[config.mk]
export PLATFORM = sky130hd
export DESIGN_NAME = ccff_chain_loader
export DESIGN_NICKNAME = d
export VERILOG_FILES = /design/src/rtl/ccff_loader_pkg.sv /design/src/rtl/ccff_release_timer.sv /design/src/rtl/ccff_chain_loader.sv
export SDC_FILE = /design/constraint.sdc
export NUM_CORES = 1
export LEC_CHECK = 0
export CORE_UTILIZATION = 58
export CTS_BUF_LIST = sky130_fd_sc_hd__clkbuf_4 sky130_fd_sc_hd__clkbuf_8
export CTS_CLUSTER_SIZE = 14
export DETAILED_ROUTE_END_ITERATION = 7
export DONT_BUFFER_PORTS = 1
export PLACE_DENSITY_LB_ADDON = 0.05
export SLEW_MARGIN = 10
export SYNTH_ARGS = -nofsm -noshare
export SYNTH_HDL_FRONTEND = slang
export SYNTH_SLANG_ARGS = --single-unit
[constraint.sdc]
create_clock -name prog_clock -period 2 [get_ports prog_clock]
set_input_delay 0.5 -clock prog_clock [delete_from_list [all_inputs] [get_ports prog_clock]]
set_output_delay 0.5 -clock prog_clock [all_outputs]
set_load 0.03 [all_outputs]
[src/rtl/ccff_loader_pkg.sv]
// Shared types and helpers for the configuration chain loader.
// Holds the loader FSM encoding and counter sizing.
package ccff_loader_pkg;

  typedef enum logic [1:0] {
    IDLE   = 2'd0,
    LOAD   = 2'd1,
    SETTLE = 2'd2,
    DONE   = 2'd3
  } state_e;

  localparam int DEF_NUM_CHAINS = 10;
  localparam int DEF_CHAIN_LEN  = 1024;

  // Bits needed to hold 0..len; never narrower than one bit
  function automatic int cnt_width(input int len);
    return (len < 1) ? 1 : $clog2(len + 1);
  endfunction

endpackage

[src/rtl/ccff_release_timer.sv]
// Settle-time down-counter between the last chain shift and fabric release.
// Loaded on SETTLE entry; expire is high once the count reaches zero.
module ccff_release_timer
  import ccff_loader_pkg::*;
#(
  parameter int RELEASE_DLY = 16
) (
  input  logic clk_i,
  input  logic rst_i,
  input  logic load_i,
  input  logic en_i,
  output logic expire_o
);

  localparam int TW = cnt_width(RELEASE_DLY);

  logic [TW-1:0] cnt_q;
  logic [TW-1:0] cnt_d;

  always_comb begin
    cnt_d = cnt_q;
    if (load_i) begin
      cnt_d = TW'(RELEASE_DLY);
    end else if (en_i && (cnt_q != '0)) begin
      cnt_d = cnt_q - TW'(1);
    end
  end

  always_ff @(posedge clk_i or posedge rst_i) begin
    if (rst_i) begin
      cnt_q <= '0;
    end else begin
      cnt_q <= cnt_d;
    end
  end

  assign expire_o = (cnt_q == '0);

endmodule

[src/rtl/ccff_chain_loader.sv]
// Streams configuration beats onto parallel scan chains, then
// releases the fabric reset after a programmable settle time.
module ccff_chain_loader
  import ccff_loader_pkg::*;
#(
  parameter int NUM_CHAINS  = DEF_NUM_CHAINS,
  parameter int CHAIN_LEN   = DEF_CHAIN_LEN,
  parameter int CNT_W       = 11,
  parameter int RELEASE_DLY = 16
) (
  input  logic                  prog_clock,
  input  logic                  prog_reset,
  input  logic                  start,
  input  logic                  s_valid,
  output logic                  s_ready,
  input  logic [NUM_CHAINS-1:0] s_data,
  output logic [NUM_CHAINS-1:0] ccff_head,
  output logic                  ccff_shift_en,
  input  logic [NUM_CHAINS-1:0] ccff_tail,
  output logic                  busy,
  output logic                  cfg_done,
  output logic                  tail_err,
  output logic [CNT_W-1:0]      beat_count,
  output logic                  global_resetn
);

  state_e state_q;
  state_e state_d;

  logic [NUM_CHAINS-1:0] head_q;
  logic [NUM_CHAINS-1:0] head_d;
  logic                  shift_q;
  logic                  shift_d;
  logic [CNT_W-1:0]      cnt_q;
  logic [CNT_W-1:0]      cnt_d;
  logic                  err_q;
  logic                  err_d;
  logic                  done_q;
  logic                  done_d;

  logic accept;
  logic last_beat;
  logic expire;

  assign s_ready   = (state_q == LOAD);
  assign accept    = s_valid & s_ready;
  assign last_beat = accept && (cnt_q == CNT_W'(CHAIN_LEN - 1));

  ccff_release_timer #(
    .RELEASE_DLY(RELEASE_DLY)
  ) u_timer (
    .clk_i   (prog_clock),
    .rst_i   (prog_reset),
    .load_i  (last_beat),
    .en_i    (state_q == SETTLE),
    .expire_o(expire)
  );

  always_comb begin
    state_d = state_q;
    head_d  = head_q;
    shift_d = accept;
    cnt_d   = cnt_q;
    // Any residual chain data seen while shifting is latched until restart
    err_d   = err_q | (shift_q & (|ccff_tail));
    unique case (state_q)
      IDLE, DONE: begin
        if (start) begin
          state_d = LOAD;
          cnt_d   = '0;
          err_d   = 1'b0;
        end
      end
      LOAD: begin
        if (accept) begin
          head_d = s_data;
          cnt_d  = cnt_q + CNT_W'(1);
          if (last_beat) begin
            state_d = SETTLE;
          end
        end
      end
      SETTLE: begin
        if (expire) begin
          state_d = DONE;
        end
      end
    endcase
    done_d = (state_d == DONE);
  end

  always_ff @(posedge prog_clock or posedge prog_reset) begin
    if (prog_reset) begin
      state_q <= IDLE;
      head_q  <= '0;
      shift_q <= 1'b0;
      cnt_q   <= '0;
      err_q   <= 1'b0;
      done_q  <= 1'b0;
    end else begin
      state_q <= state_d;
      head_q  <= head_d;
      shift_q <= shift_d;
      cnt_q   <= cnt_d;
      err_q   <= err_d;
      done_q  <= done_d;
    end
  end

  assign ccff_head     = head_q;
  assign ccff_shift_en = shift_q;
  assign busy          = (state_q == LOAD) || (state_q == SETTLE);
  assign cfg_done      = done_q;
  assign global_resetn = done_q;
  assign tail_err      = err_q;
  assign beat_count    = cnt_q;

endmodule

After elaboration in Yosys (flattened, before gate mapping)
Cells that the tools add are included.
W data, S select, Z words.
{"block": "op_classes", "bitwise_logic": 3, "eq_ne": 7, "mul": 0, "n_div": 0, "magnitude_cmp": 0, "shift": 0, "addsub": 2, "n_reduce_logical": 12, "n_mux": 12}
{"op": "$mux W11", "n": 2}
{"op": "$pmux W11 S2", "n": 1}
{"op": "$add A11 B1 Y11 const B", "n": 1}
{"op": "$eq A11 B10 Y1 const B", "n": 1}
{"op": "$mux W5", "n": 2}
{"op": "$reduce_or A10 Y1", "n": 1}
{"op": "$mux W2", "n": 4}
{"op": "$eq A2 B2 Y1 const B", "n": 3}
{"op": "$pmux W2 S3", "n": 1}
{"op": "$logic_not A5 Y1", "n": 1}
{"op": "$reduce_bool A5 Y1", "n": 1}
{"op": "$sub A5 B1 Y5 const B", "n": 1}
{"op": "$reduce_bool A2 Y1", "n": 2}
{"op": "$reduce_and A3 Y1", "n": 1}
{"op": "$and A1 B1 Y1", "n": 2}
{"op": "$eq A2 B1 Y1 const B", "n": 1}
{"op": "$logic_and A1 B1 Y1", "n": 2}
{"op": "$logic_not A2 Y1", "n": 1}
{"op": "$mux W1", "n": 2}
{"op": "$ne A2 B1 Y1 const B", "n": 1}
{"op": "$ne A2 B2 Y1 const B", "n": 1}
{"op": "$reduce_and A2 Y1", "n": 1}
{"op": "$reduce_or A2 Y1", "n": 1}
{"op": "$logic_or A1 B1 Y1", "n": 1}
{"op": "$or A1 B1 Y1", "n": 1}
{"block": "totals", "mem_bits_rw": 0, "latchBits": 0, "in_bits": 24, "romBits": 0, "wordCells": 43, "mem_count": 0, "register_bits": 31, "output_inout_bits": 27}

Depth between registers and ports, before layout
Gate-level depths: netlist of the first run.
{"block": "logic_depth", "word_depth": 7, "ltp_mapped": 7, "depth_no_buf": 6}

Modules after synthesis
Synthesis of the first run repeated with hierarchy kept, for this count alone.
{"block": "hier_totals", "cells_unflattened": 142, "area_unflattened_um2": 1585.3}
{"mod": "ccff_chain_loader", "cells_each": 116, "seq_area_each_um2": 650.6, "area_each_um2": 1296.2, "instances": 1}
{"mod": "ccff_release_timer", "cells_each": 26, "seq_area_each_um2": 125.1, "area_each_um2": 289.0, "instances": 1}

Least setup slack after synthesis of the first run
Ideal clock, no wire load.
{"block": "synth_path", "path_kind": "reg-to-reg", "from": "register state_q[1]", "to": "register done_q, in the netlist cfg_done", "synth_period_minus_slack_ns": 2.094, "setup_time_ns": 0.119, "path_stages_with_launch": 8, "slack_ns": -0.094, "path_buffers": 1, "arrival_time_ns": 1.975, "required_time_ns": 1.881, "cell_sequence": "dfrtp_1 > inv_1 > ha_1 > buf_2 > nand2_1 > or4_1 > a31o_1 > and2_1"}
{"block": "synth_between", "elab_chain_cells": 7, "elab_cells_between_ends": 13, "classes_between": "4 x eq/ne; 5 x mux; 1 x bitwise; 3 x reduce/logical"}
{"item": "start: declaration", "line_no": "ccff_chain_loader.sv:27", "rtl": "state_e state_q;"}
{"item": "start signal: assignment", "line_no": "ccff_chain_loader.sv:101", "rtl": "state_q <= state_d;"}
{"item": "$eq A2 B1 Y1 (*)", "line_no": "ccff_chain_loader.sv:45", "rtl": "assign s_ready = (state_q == LOAD);"}
{"item": "net s_ready", "line_no": "ccff_chain_loader.sv:15", "rtl": "output logic s_ready,"}
{"item": "$and A1 B1 Y1", "line_no": "ccff_chain_loader.sv:46", "rtl": "assign accept = s_valid & s_ready;"}
{"item": "$logic_and A1 B1 Y1", "line_no": "ccff_chain_loader.sv:47", "rtl": "assign last_beat = accept && (cnt_q == CNT_W'(CHAIN_LEN - 1));"}
{"item": "$mux W2", "line_no": "ccff_chain_loader.sv:78", "rtl": "if (last_beat) begin"}
{"item": "$mux W2", "line_no": "ccff_chain_loader.sv:75", "rtl": "if (accept) begin"}
{"item": "$pmux W2 S3 (*)", "line_no": "ccff_chain_loader.sv:66", "rtl": "unique case (state_q)"}
{"item": "net state_d[0]", "line_no": "ccff_chain_loader.sv:28", "rtl": "state_e state_d;"}
{"item": "$eq A2 B2 Y1 (*)", "line_no": "ccff_chain_loader.sv:89", "rtl": "done_d = (state_d == DONE);"}
{"item": "net done_d", "line_no": "ccff_chain_loader.sv:39", "rtl": "logic done_d;"}
{"item": "end signal: assignment", "line_no": "ccff_chain_loader.sv:106", "rtl": "done_q <= done_d;"}
{"item": "end: declaration", "line_no": "ccff_chain_loader.sv:38", "rtl": "logic done_q;"}
Mark *: on every way through the listed nets, which the timed path passes. The rest lies on a longest branch.
A chain may end at the register's enable or synchronous reset.

Final worst setup path of the first run
{"block": "layout_path", "from": "register state_q[0]", "to": "output busy"}
{"block": "layout_between", "elab_chain_cells": 2, "elab_cells_between_ends": 3, "classes_between": "2 x eq/ne; 1 x reduce/logical"}
{"item": "$eq A2 B1 Y1 / $eq A2 B2 Y1 (equally long branches)", "line_no": "ccff_chain_loader.sv:112", "rtl": "assign busy = (state_q == LOAD) || (state_q == SETTLE);"}
{"item": "$logic_or A1 B1 Y1 (*)", "line_no": "ccff_chain_loader.sv:112"}
{"item": "end: declaration", "line_no": "ccff_chain_loader.sv:20", "rtl": "output logic busy,"}
Every way passes the cells marked *; elsewhere a longest branch is shown, timed or not.

==> reports/qor.csv, run 1 <==
metric,value,unit
max_stage_delay,360,ps
port_buffers,0,
antenna_found_initial,0,
grt_pass1_wl,4.954,mm
cp-endpoint,busy,
ios,51,
nNetsFinal,193,
synth_flop_cell,dfrtp_1,
grt_overflow,0,
swShare,0.3573,
comb_power_share,0.288,
synthTopCellsByArea,"dfrtp_1, mux2_2, ha_1",
layout_common_cells,"dfrtp_1, buf_4, mux2_2, nor2_1",
h-tree-depth,2,
syn_nets,175,
dr.pass1.iters,4,
timing.setup.tns,0,ps
finalSetupViolCount,0,
synth_area,1539,sq um
via_count,1197,
worst_path_max_delay_cell,dfrtp_1,
cts_buffer_depth,2,
ff_latch_area,775.7,sq um
async_reset_ff_frac,1.000,
root_buffer,clkbuf_4,
cts_made_buffers,5,
slew_violations,0,
first_global_vias,1153,
antenna_left,0,
critPathLaunchType,register,
power.switching,664.0,uW
path_max_fanout,9,
p_clk_frac,0.277,
path_clk_slew,100,ps
cts_num_sinks,31,
fin_cells,195,
avgViaCountPerCell,6.138,
crit_start,state_q[0]$_DFF_PP0_,
worst-setup-path-type,reg2out,
r2r_cells,6,
drt_iter0_markers,27,
dpl.cell_count,186,
dieArea,2863,sq um
syn_to_final_growth,15.45,%
synth_top_area_share,0.5041,
post-place-ws,52.07,ps
fin_skew,9.473,ps
use_met1,0.2920,
ys_ff_latch,31,
gr-usage-all-layers,0.2518,
tightest_slew,571.2,ps
reg2reg_from,state_q[0]$_DFF_PP0_,
timing.hold.ws,126.1,ps
diodes,0,
yosys_warnings,0,
synth_edf_count,0,
final_hold_viol_count,0,
avgRoutedWirePerCell,16.49,microns
die_y,53.51,microns
cap_violations,0,
slew-limit-headroom,0.6178,
cp.arrival,1410,ps
rsz0062_at_grt,no,
finalCritPeriodShare,0.9535,
fillCellCount,187,
cpLargestDelayFamily,buffers and inverters,
drt-total-wl,3.215,mm
multi_input_area,708.2,sq um
rows,18,
clkLatencyLatePin,330,ps
path_buf_inv,3,
top_usage_layer,met2,
synth_top_area_cell,dfrtp_1,
final_common_cell,dfrtp_1,
met2_usage,0.4083,
cts_tree,yes,
seqPwrFrac,0.435,
cp.depth,4,
gp_congestion,0.8269,
finalCriticalPeriod,1907,ps
drc,0,
hold_path.class,in2async,
max_freq,0.5244,GHz
syn_area_per_cell,10.54,sq um
core_area,2500,sq um
grt_use_met3,0.1149,
ir_worst_vdd,0.8475,mV
path_cells,"inv_1, ha_1, buf_4, clkinvlp_4",
worst_setup_path_end_kind,primary output,
drive_gt1_frac,0.2606,
grt_max_degree,32,
die_x,53.51,microns
outcome,"finished, final reports clean",
required,1500,ps
p_leak,0.0007908,uW
synth_cells,146,
synth_cell_types,35,
dpl.hpwl,2.379,mm
power_density,1046,nW/um^2
p_int,1195,uW
initial_utilization,0.6156,
setup_slack,92.96,ps
rr_endpoint,beat_count[5]$_DFFE_PP0P_,
r2r_slack,150,ps
yosysSeqAreaShare,0.5041,
==> area by class of cell <==
type,count,area share
flip-flops and latches,31,0.4366
multi-input cells,99,0.3986
repair buffers,17,0.07183
clock buffers,6,0.02887
inverters,10,0.02324
well taps,30,0.02113
clock inverters,2,0.01972
==> synth_stat cells (2+ instances only) <==
| cell type | count |
|---|---|
| dfrtp_1 | 31 |
| mux2_2 | 11 |
| nor2_1 | 11 |
| inv_1 | 10 |
| nand2_1 | 9 |
| nand3_1 | 8 |
| a21oi_1 | 7 |
| ha_1 | 5 |
| o21ai_0 | 5 |
| or4_1 | 5 |
| xor2_1 | 5 |
| nand4_1 | 4 |
| or3_1 | 4 |
| buf_2 | 3 |
| nor4_1 | 3 |
| and2_1 | 2 |
| nand2b_1 | 2 |
| o211ai_1 | 2 |
| o22ai_1 | 2 |
| o31ai_1 | 2 |
==> how the worst min path moves through the flow <==
stage / end / slack [ps] / from / cells after the start
after detailed placement: ccff_head[8]$_DFFE_PP0P_ / 500 / prog_reset / 2
after floorplan: u_timer.cnt_q[4]$_DFFE_PP0P_ / 490 / u_timer.cnt_q[4]$_DFFE_PP0P_ / 2
after CTS: beat_count[10]$_DFFE_PP0P_ / 130 / prog_reset / 2
after global placement: beat_count[10]$_DFFE_PP0P_ / 490 / prog_reset / 2
after global routing: beat_count[10]$_DFFE_PP0P_ / 160 / prog_reset / 2
final: ccff_head[1]$_DFFE_PP0P_ / 130 / prog_reset / 2
==> metal layers <==
metal | up-vias | share of wire
li1 | 559 | -
met2 | 40 | 0.50
met1 | 596 | 0.43
met5 | - | 0
met4 | 0 | 0.0047
met3 | 2 | 0.067
==> power by group through the flow <==
stage | registers, uW | logic, uW | clock network, uW
after detailed placement | 823 | 532 | 0
after CTS | 810 | 534 | 529
after global routing | 823 | 582 | 557
final | 808 | 536 | 515
after floorplan | 985 | 193 | 0
after global placement | 819 | 517 | 0
==> through the flow <==
step                      area (sq um)  total power, uW  utilization
final                             1777             1859       0.7107
after floorplan                   1551             1178            -
after detailed placement          1679             1355       0.6717
after global routing              1777             1962       0.7107
after global placement            1679             1336       0.6717
after CTS                         1777             1873       0.7107
==> timing repair <==
| item | CTS | global route |
|---|---|---|
| buffers inserted | 1 | 0 |
| resized for setup | 1 | 0 |
| endpoints found under the hold margin | 0 | 0 |
| hold buffers | 0 | 0 |
| endpoints found under the setup margin | 1 | 0 |
==> worst reg2reg max path: stages, from the launching register on <==
cell and delay, ps:
dfrtp_1 360, inv_1 70, ha_1 310, mux2_2 300, nand3_1 180, or4_1 510, nand2_1 80
==> sequential cells by signal, indices dropped and copies added (netlist names) <==
register	count
tail_err	1
cfg_done	1
u_timer.cnt_q	5
ccff_shift_en	1
ccff_head	10
beat_count	11
state_q	2
==> cells by family (layout without fill, tap and decap cells) <==
family / count (synthesis) / count (layout) / share of synthesized area
fa+ha+maj: 5 / 5 / 0.04065
simple gates: 54 / 54 / 0.1951
mux: 12 / 12 / 0.08699
flops: 31 / 31 / 0.5041
compound gates: 22 / 22 / 0.09511
xor+xnor: 6 / 6 / 0.03415
buf+inv: 16 / 35 / 0.04390
Power figures use the tool's default switching activity.
==> run 2: changes to the inputs <==
--- a/config.mk
+++ b/config.mk
@@ -5,11 +5,10 @@
 export SDC_FILE = /design/constraint.sdc
 export NUM_CORES = 1
 export LEC_CHECK = 0
-export CORE_UTILIZATION = 58
+export CORE_UTILIZATION = 42
 export CTS_BUF_LIST = sky130_fd_sc_hd__clkbuf_4 sky130_fd_sc_hd__clkbuf_8
 export CTS_CLUSTER_SIZE = 14
 export DETAILED_ROUTE_END_ITERATION = 7
-export DONT_BUFFER_PORTS = 1
 export PLACE_DENSITY_LB_ADDON = 0.05
 export SLEW_MARGIN = 10
 export SYNTH_ARGS = -nofsm -noshare
==> run 2 against run 1 <==
  * Clock power fell by 17%
  * Combinational power rose by 15%
  * Clock-buffer cell count rose by 1
  * First-iteration DRC count rose by 93%
  * Setup slack got worse by 25 ps
  * Cell area rose by 27%
  * Worst hold slack improved by 190 ps
  * Critical path depth fell by 3
  * Utilization fell by 4.9 points
  * Clock skew fell by 2.9 ps
==> reports/qor.csv, run 2 (synthesized netlist as in run 1, its figures left out) <==
metric,value,unit,change
dpl.cell_count,247,,+33%
seqPwrFrac,0.441,,+0.006
core_area,3416,sq um,+37%
worst-setup-path-type,reg2out,,
fin_skew,6.618,ps,-2.856 ps
avgRoutedWirePerCell,14.23,microns,-14%
grt_pass1_wl,6.113,mm,+23%
path_max_fanout,4,,-5
cts_made_buffers,5,,unchanged
drive_gt1_frac,0.2000,,-0.06061
ios,51,,unchanged
cts_hold_buf,0,,unchanged
tightest_slew,367.3,ps,-203.9 ps
rr_endpoint,cfg_done$_DFF_PP0_,,
layout_common_cells,"clkdlybuf4s50_1, dfrtp_1, buf_4, mux2_2, nor2_1",,
hold_path.class,in2async,,
worst_setup_path_end_kind,primary output,,
fin_cells,256,,+31%
power.switching,687.2,uW,+3.5%
slew_violations,0,,unchanged
cpLargestDelayFamily,buffers and inverters,,
final_common_cell,clkdlybuf4s50_1,,
power_density,830.1,nW/um^2,-21%
swShare,0.3664,,+0.009122
worst_path_max_delay_cell,clkdlybuf4s50_1,,
nNetsFinal,238,,+23%
die_x,62.53,microns,+17%
max_stage_delay,690,ps,+330 ps
grt_overflow,0,,unchanged
drc,0,,unchanged
ir_worst_vdd,0.4511,mV,-47%
root_buffer,clkbuf_4,,
drt-total-wl,3.642,mm,+13%
gp_congestion,0.8031,,-2.9%
final_hold_viol_count,0,,unchanged
required,1500,ps,about the same
fillCellCount,295,,+58%
timing.setup.tns,0,ps,unchanged
cts_tree,yes,,
r2r_cells,6,,unchanged
clkLatencyLatePin,330,ps,about the same
antenna_left,0,,unchanged
path_clk_slew,100,ps,about the same
r2r_slack,80,ps,-70 ps
dr.pass1.iters,4,,unchanged
first_global_vias,1396,,+21%
outcome,"finished, final reports clean",,
finalCriticalPeriod,1932,ps,+24.65 ps
cts_buffer_depth,2,,unchanged
fin_util,0.6615,,-0.04917
initial_utilization,0.4505,,-0.1651
p_clk_frac,0.229,,-0.048
drt_iter0_markers,52,,+93%
port_buffers,50,,+50
ff_latch_area,775.7,sq um,unchanged
reg2reg_from,state_q[1]$_DFF_PP0_,,
place_area,2160,sq um,+29%
diodes,0,,unchanged
final_area,2260,sq um,+27%
avgViaCountPerCell,5.207,,-15%
dpl.hpwl,2.730,mm,+15%
cts_num_sinks,31,,unchanged
comb_power_share,0.330,,+0.042
dieArea,3910,sq um,+37%
slew-limit-headroom,0.7552,,+0.1374
finalPower,1876,uW,+0.92%
cap_violations,0,,unchanged
syn_to_final_growth,46.83,%,
rows,21,,+3
finalCritPeriodShare,0.9658,,+0.01233
cp.arrival,1430,ps,+20 ps
path_buf_inv,1,,-2
path_cells,clkdlybuf4s50_1,,
gr-usage-all-layers,0.1995,,-0.05229
critPathLaunchType,register,,
die_y,62.53,microns,+17%
multi_input_area,726.9,sq um,+2.7%
max_freq,0.5177,GHz,-1.3%
antenna_found_initial,0,,unchanged
via_count,1333,,+11%
p_int,1188,uW,-0.51%
grt_max_degree,30,,-6.3%
largest_reg_flops,11,,unchanged
finalSetupViolCount,0,,unchanged
h-tree-depth,2,,unchanged
p_leak,0.001004,uW,+27%
-- run 2: cell types whose count changed in the layout (fill, tap and decap cells not counted), moves of 3 or more --
| cell | delta |
|---|---|
| buf_4 | -4 |
| dlymetal6s2s_1 | +4 |
| dlygate4sd2_1 | +3 |
| clkdlybuf4s50_1 | +41 |
-- run 2: how the worst max path moves through the flow --
stage                                from  cells after the start                 end  slack, ps
2_1_floorplan        state_q[1]$_DFF_PP0_                      7  cfg_done$_DFF_PP0_         70
3_3_place_gp                      s_valid                      5  cfg_done$_DFF_PP0_        -80
3_5_place_dp                      s_valid                      5  cfg_done$_DFF_PP0_       -110
4_1_cts         beat_count[4]$_DFFE_PP0P_                      1       beat_count[4]          1
5_1_grt              state_q[1]$_DFF_PP0_                      6  cfg_done$_DFF_PP0_        -10
6_report       beat_count[10]$_DFFE_PP0P_                      1      beat_count[10]         70
-- run 2: layout make-up --
| type | instances | area share |
|---|---|---|
| clock inverter | 1 | 0.003322 |
| clock buffer | 7 | 0.02879 |
| sequential | 31 | 0.3433 |
| timing repair buffer | 62 | 0.2608 |
| inverter | 10 | 0.01661 |
| tap | 46 | 0.02547 |
| multi-input combinational | 99 | 0.3217 |
-- run 2: stage by stage --
step,hold slack [ps],setup slack [ps]
after floorplan,489.8,69.70
after global placement,487.2,-82.58
after detailed placement,500.4,-106.9
after CTS,308.6,1.261
after global routing,318.0,-9.673
final,316.6,68.31
-- run 2: worst register-to-register path, stage by stage, from the launching register on --
cell	delay [ps]
dfrtp_1	440
inv_1	130
ha_4	200
nand2_1	90
or4_1	560
a31o_1	260
and2_1	150
-- run 2: repair_timing --
action                                  CTS  global route
endpoints found under the setup margin    7             7
gates resized for setup                   4             9
buffers inserted                          1             0
-- run 2: power groups by stage --
stage | Sequential (uW) | Combinational, uW | Clock, uW
after floorplan | 985 | 193 | 0
after global placement | 827 | 627 | 0
after detailed placement | 840 | 639 | 0
after CTS | 828 | 623 | 444
after global routing | 841 | 666 | 473
final | 828 | 618 | 429
-- run 2: per-layer routing --
metal / track usage / vias up / part of all wire
met4: 0.05814 / 0 / 0.012
li1: - / 648 / -
met1: 0.2303 / 645 / 0.43
met2: 0.3573 / 36 / 0.51
met5: 0 / - / 0
met3: 0.05474 / 4 / 0.041
==> run 3: changes to the inputs <==
==> constraint.sdc (replaced) <==
create_clock -name prog_clock -period 1.7 [get_ports prog_clock]
set_input_delay 0.425 -clock prog_clock [delete_from_list [all_inputs] [get_ports prog_clock]]
set_output_delay 0.425 -clock prog_clock [all_outputs]
set_load 0.03 [all_outputs]
==> run 3 against run 2 <==
  * The flow now finishes with violations (setup timing)
  * Worst hold slack improved by 140 ps
  * Routed wire length up 4.7%
  * Die area is the same
  * Via count up 5.0%
  * Critical path depth rose by 5
  * Sequential share of layout area down 2.4 points
  * Largest power group unchanged
  * Highest routed layer unchanged
==> reports/qor.csv, run 3 (synthesized netlist as in run 1, its figures left out) <==
metric,value,unit,change
tightest_slew,382.7,ps,+15.47 ps
dieArea,3910,sq um,unchanged
finalSetupViolCount,1,,+1
ios,51,,unchanged
final_common_cell,buf_4,,
antenna_found_initial,0,,unchanged
avgRoutedWirePerCell,13.96,microns,-1.9%
finalPower,2356,uW,+26%
drt-total-wl,3.812,mm,+4.7%
port_buffers,50,,unchanged
max_stage_delay,460,ps,-230 ps
slew_violations,0,,unchanged
post-place-ws,-355.7,ps,-248.8 ps
p_int,1524,uW,+28%
h-tree-depth,2,,unchanged
violations,setup timing,,
path_clk_slew,110,ps,about the same
core_area,3416,sq um,unchanged
required,1930,ps,+430 ps
swShare,0.3530,,-0.01335
first_global_vias,1556,,+11%
worst_path_max_delay_cell,or4_1,,
multi_input_area,802.0,sq um,+10%
slew-limit-headroom,0.7448,,-0.01031
cts_tree,yes,,
ff_latch_area,784.5,sq um,+1.1%
power_density,958.9,nW/um^2,+16%
path_buf_inv,1,,unchanged
comb_power_share,0.325,,-0.005
gr-usage-all-layers,0.2196,,+0.02012
setup_slack,-27.56,ps,-95.87 ps
die_x,62.53,microns,unchanged
timing.hold.ws,459.5,ps,+142.8 ps
cts_buffer_depth,2,,unchanged
cp.arrival,1960,ps,+530 ps
seqPwrFrac,0.416,,-0.025
path_max_fanout,7,,+3
cpLargestDelayFamily,simple AND/OR/NAND/NOR gates,,
rows,21,,unchanged
fillCellCount,273,,-7.5%
drt_iter0_markers,78,,+50%
cap_violations,0,,unchanged
grt_pass1_wl,6.775,mm,+11%
ir_worst_vdd,0.5984,mV,+33%
worst-setup-path-type,reg2reg,,
clkLatencyLatePin,330,ps,about the same
finalCriticalPeriod,1728,ps,
p_clk_frac,0.259,,+0.030
via_count,1399,,+5.0%
max_freq,0.5789,GHz,
layout_common_cells,"buf_4, dlygate4sd2_1, dfrtp_1, clkdlybuf4s50_1",,
power.switching,831.8,uW,+21%
fin_cells,273,,+6.6%
grt_overflow,0,,unchanged
final_hold_viol_count,0,,unchanged
gp_congestion,0.7848,,-2.3%
antenna_left,0,,unchanged
hold_path.class,in2async,,
root_buffer,clkbuf_4,,
finalCritPeriodShare,1.016,,
dpl.cell_count,255,,+3.2%
critPathLaunchType,register,,
p_leak,0.001095,uW,+9.1%
drive_gt1_frac,0.3568,,+0.1568
fin_skew,11.36,ps,+4.744 ps
largest_reg_flops,11,,unchanged
path_cells,"buf_4, ha_4, nand2_2, or4_1, a31o_1, and2_1",,
dr.pass1.iters,4,,unchanged
diodes,0,,unchanged
syn_to_final_growth,59.68,%,
drc,0,,unchanged
rsz0062_at_grt,yes,,
die_y,62.53,microns,unchanged
outcome,"complete, but fails checks",,
cts_made_buffers,5,,unchanged
nNetsFinal,255,,+7.1%
cts_num_sinks,31,,unchanged
worst_setup_path_end_kind,register,,
dpl.hpwl,2.769,mm,+1.4%
avgViaCountPerCell,5.125,,-1.6%
grt_max_degree,32,,+6.7%
initial_utilization,0.4505,,unchanged
[run 3: cell count changes in the layout (fill, tap and decap cells not counted), sizes merged]
cell,delta
bufinv,+1
clkinvlp,-1
clkdlybuf4s50,-18
clkinv,+1
buf,+18
clkbuf,-2
dlymetal6s2s,-4
dlygate4sd2,+22
[run 3: repair_timing]
action,in CTS,in global routing
pin swaps,1,4
endpoints found under the hold margin,0,0
buffers inserted,6,4
resized for setup,30,10
hold buffers,0,0
endpoints found under the setup margin,34,15
[run 3: path summary, 6_finish.rpt]
path	startpoint	cells after the start	slack (ps)	endpoint
max in group asynchronous	prog_reset	3	930	state_q[1]$_DFF_PP0_
hold / removal	prog_reset	3	460	ccff_head[5]$_DFFE_PP0P_
setup reg to reg	state_q[0]$_DFF_PP0_	6	-30	cfg_done$_DFF_PP0_
hold reg to reg	ccff_head[6]$_DFFE_PP0P_	1	510	ccff_head[6]$_DFFE_PP0P_
setup / recovery	state_q[0]$_DFF_PP0_	6	-30	cfg_done$_DFF_PP0_
min in group prog_clock	ccff_head[6]$_DFFE_PP0P_	1	510	ccff_head[6]$_DFFE_PP0P_
[run 3: cell type report]
type	instances	area share
Clock buffer	6	0.02088
Tap cell	46	0.02342
Multi-Input combinational cell	99	0.3264
Clock inverter	2	0.01426
Timing Repair Buffer	79	0.2805
Inverter	10	0.01527
Sequential cell	31	0.3192
[run 3: worst min-delay path, stage by stage]
cell             delay, ps
clkdlybuf4s50_1        390
inv_1                   50
buf_4                  350
[run 3: metrics by stage]
stage	cell area, sq um	utilization	TNS [ps]
6_report	2457	0.7194	-27.56
5_1_grt	2457	0.7194	-520.2
4_1_cts	2399	0.7022	0
3_5_place_dp	2282	0.6681	-3909
3_3_place_gp	2282	0.6681	-3265
2_1_floorplan	1629	-	-103.0
[run 3: layer usage]
layer  routed length [microns]  GRT usage  vias to the layer above
met2                      2047     0.3995                       44
li1                          -          -                      685
met5                         0          0                        -
met1                      1533     0.2473                      665
met4                        36    0.07849                        0
met3                       195    0.05292                        5
[run 3: power by group through the flow]
stage                     Combinational [uW]  Clock [uW]  Sequential, uW
after floorplan                          264           0            1180
after global placement                   777           0             998
after detailed placement                 806           0            1010
after CTS                                765         632             980
after global routing                     832         663            1000
final                                    767         609             980
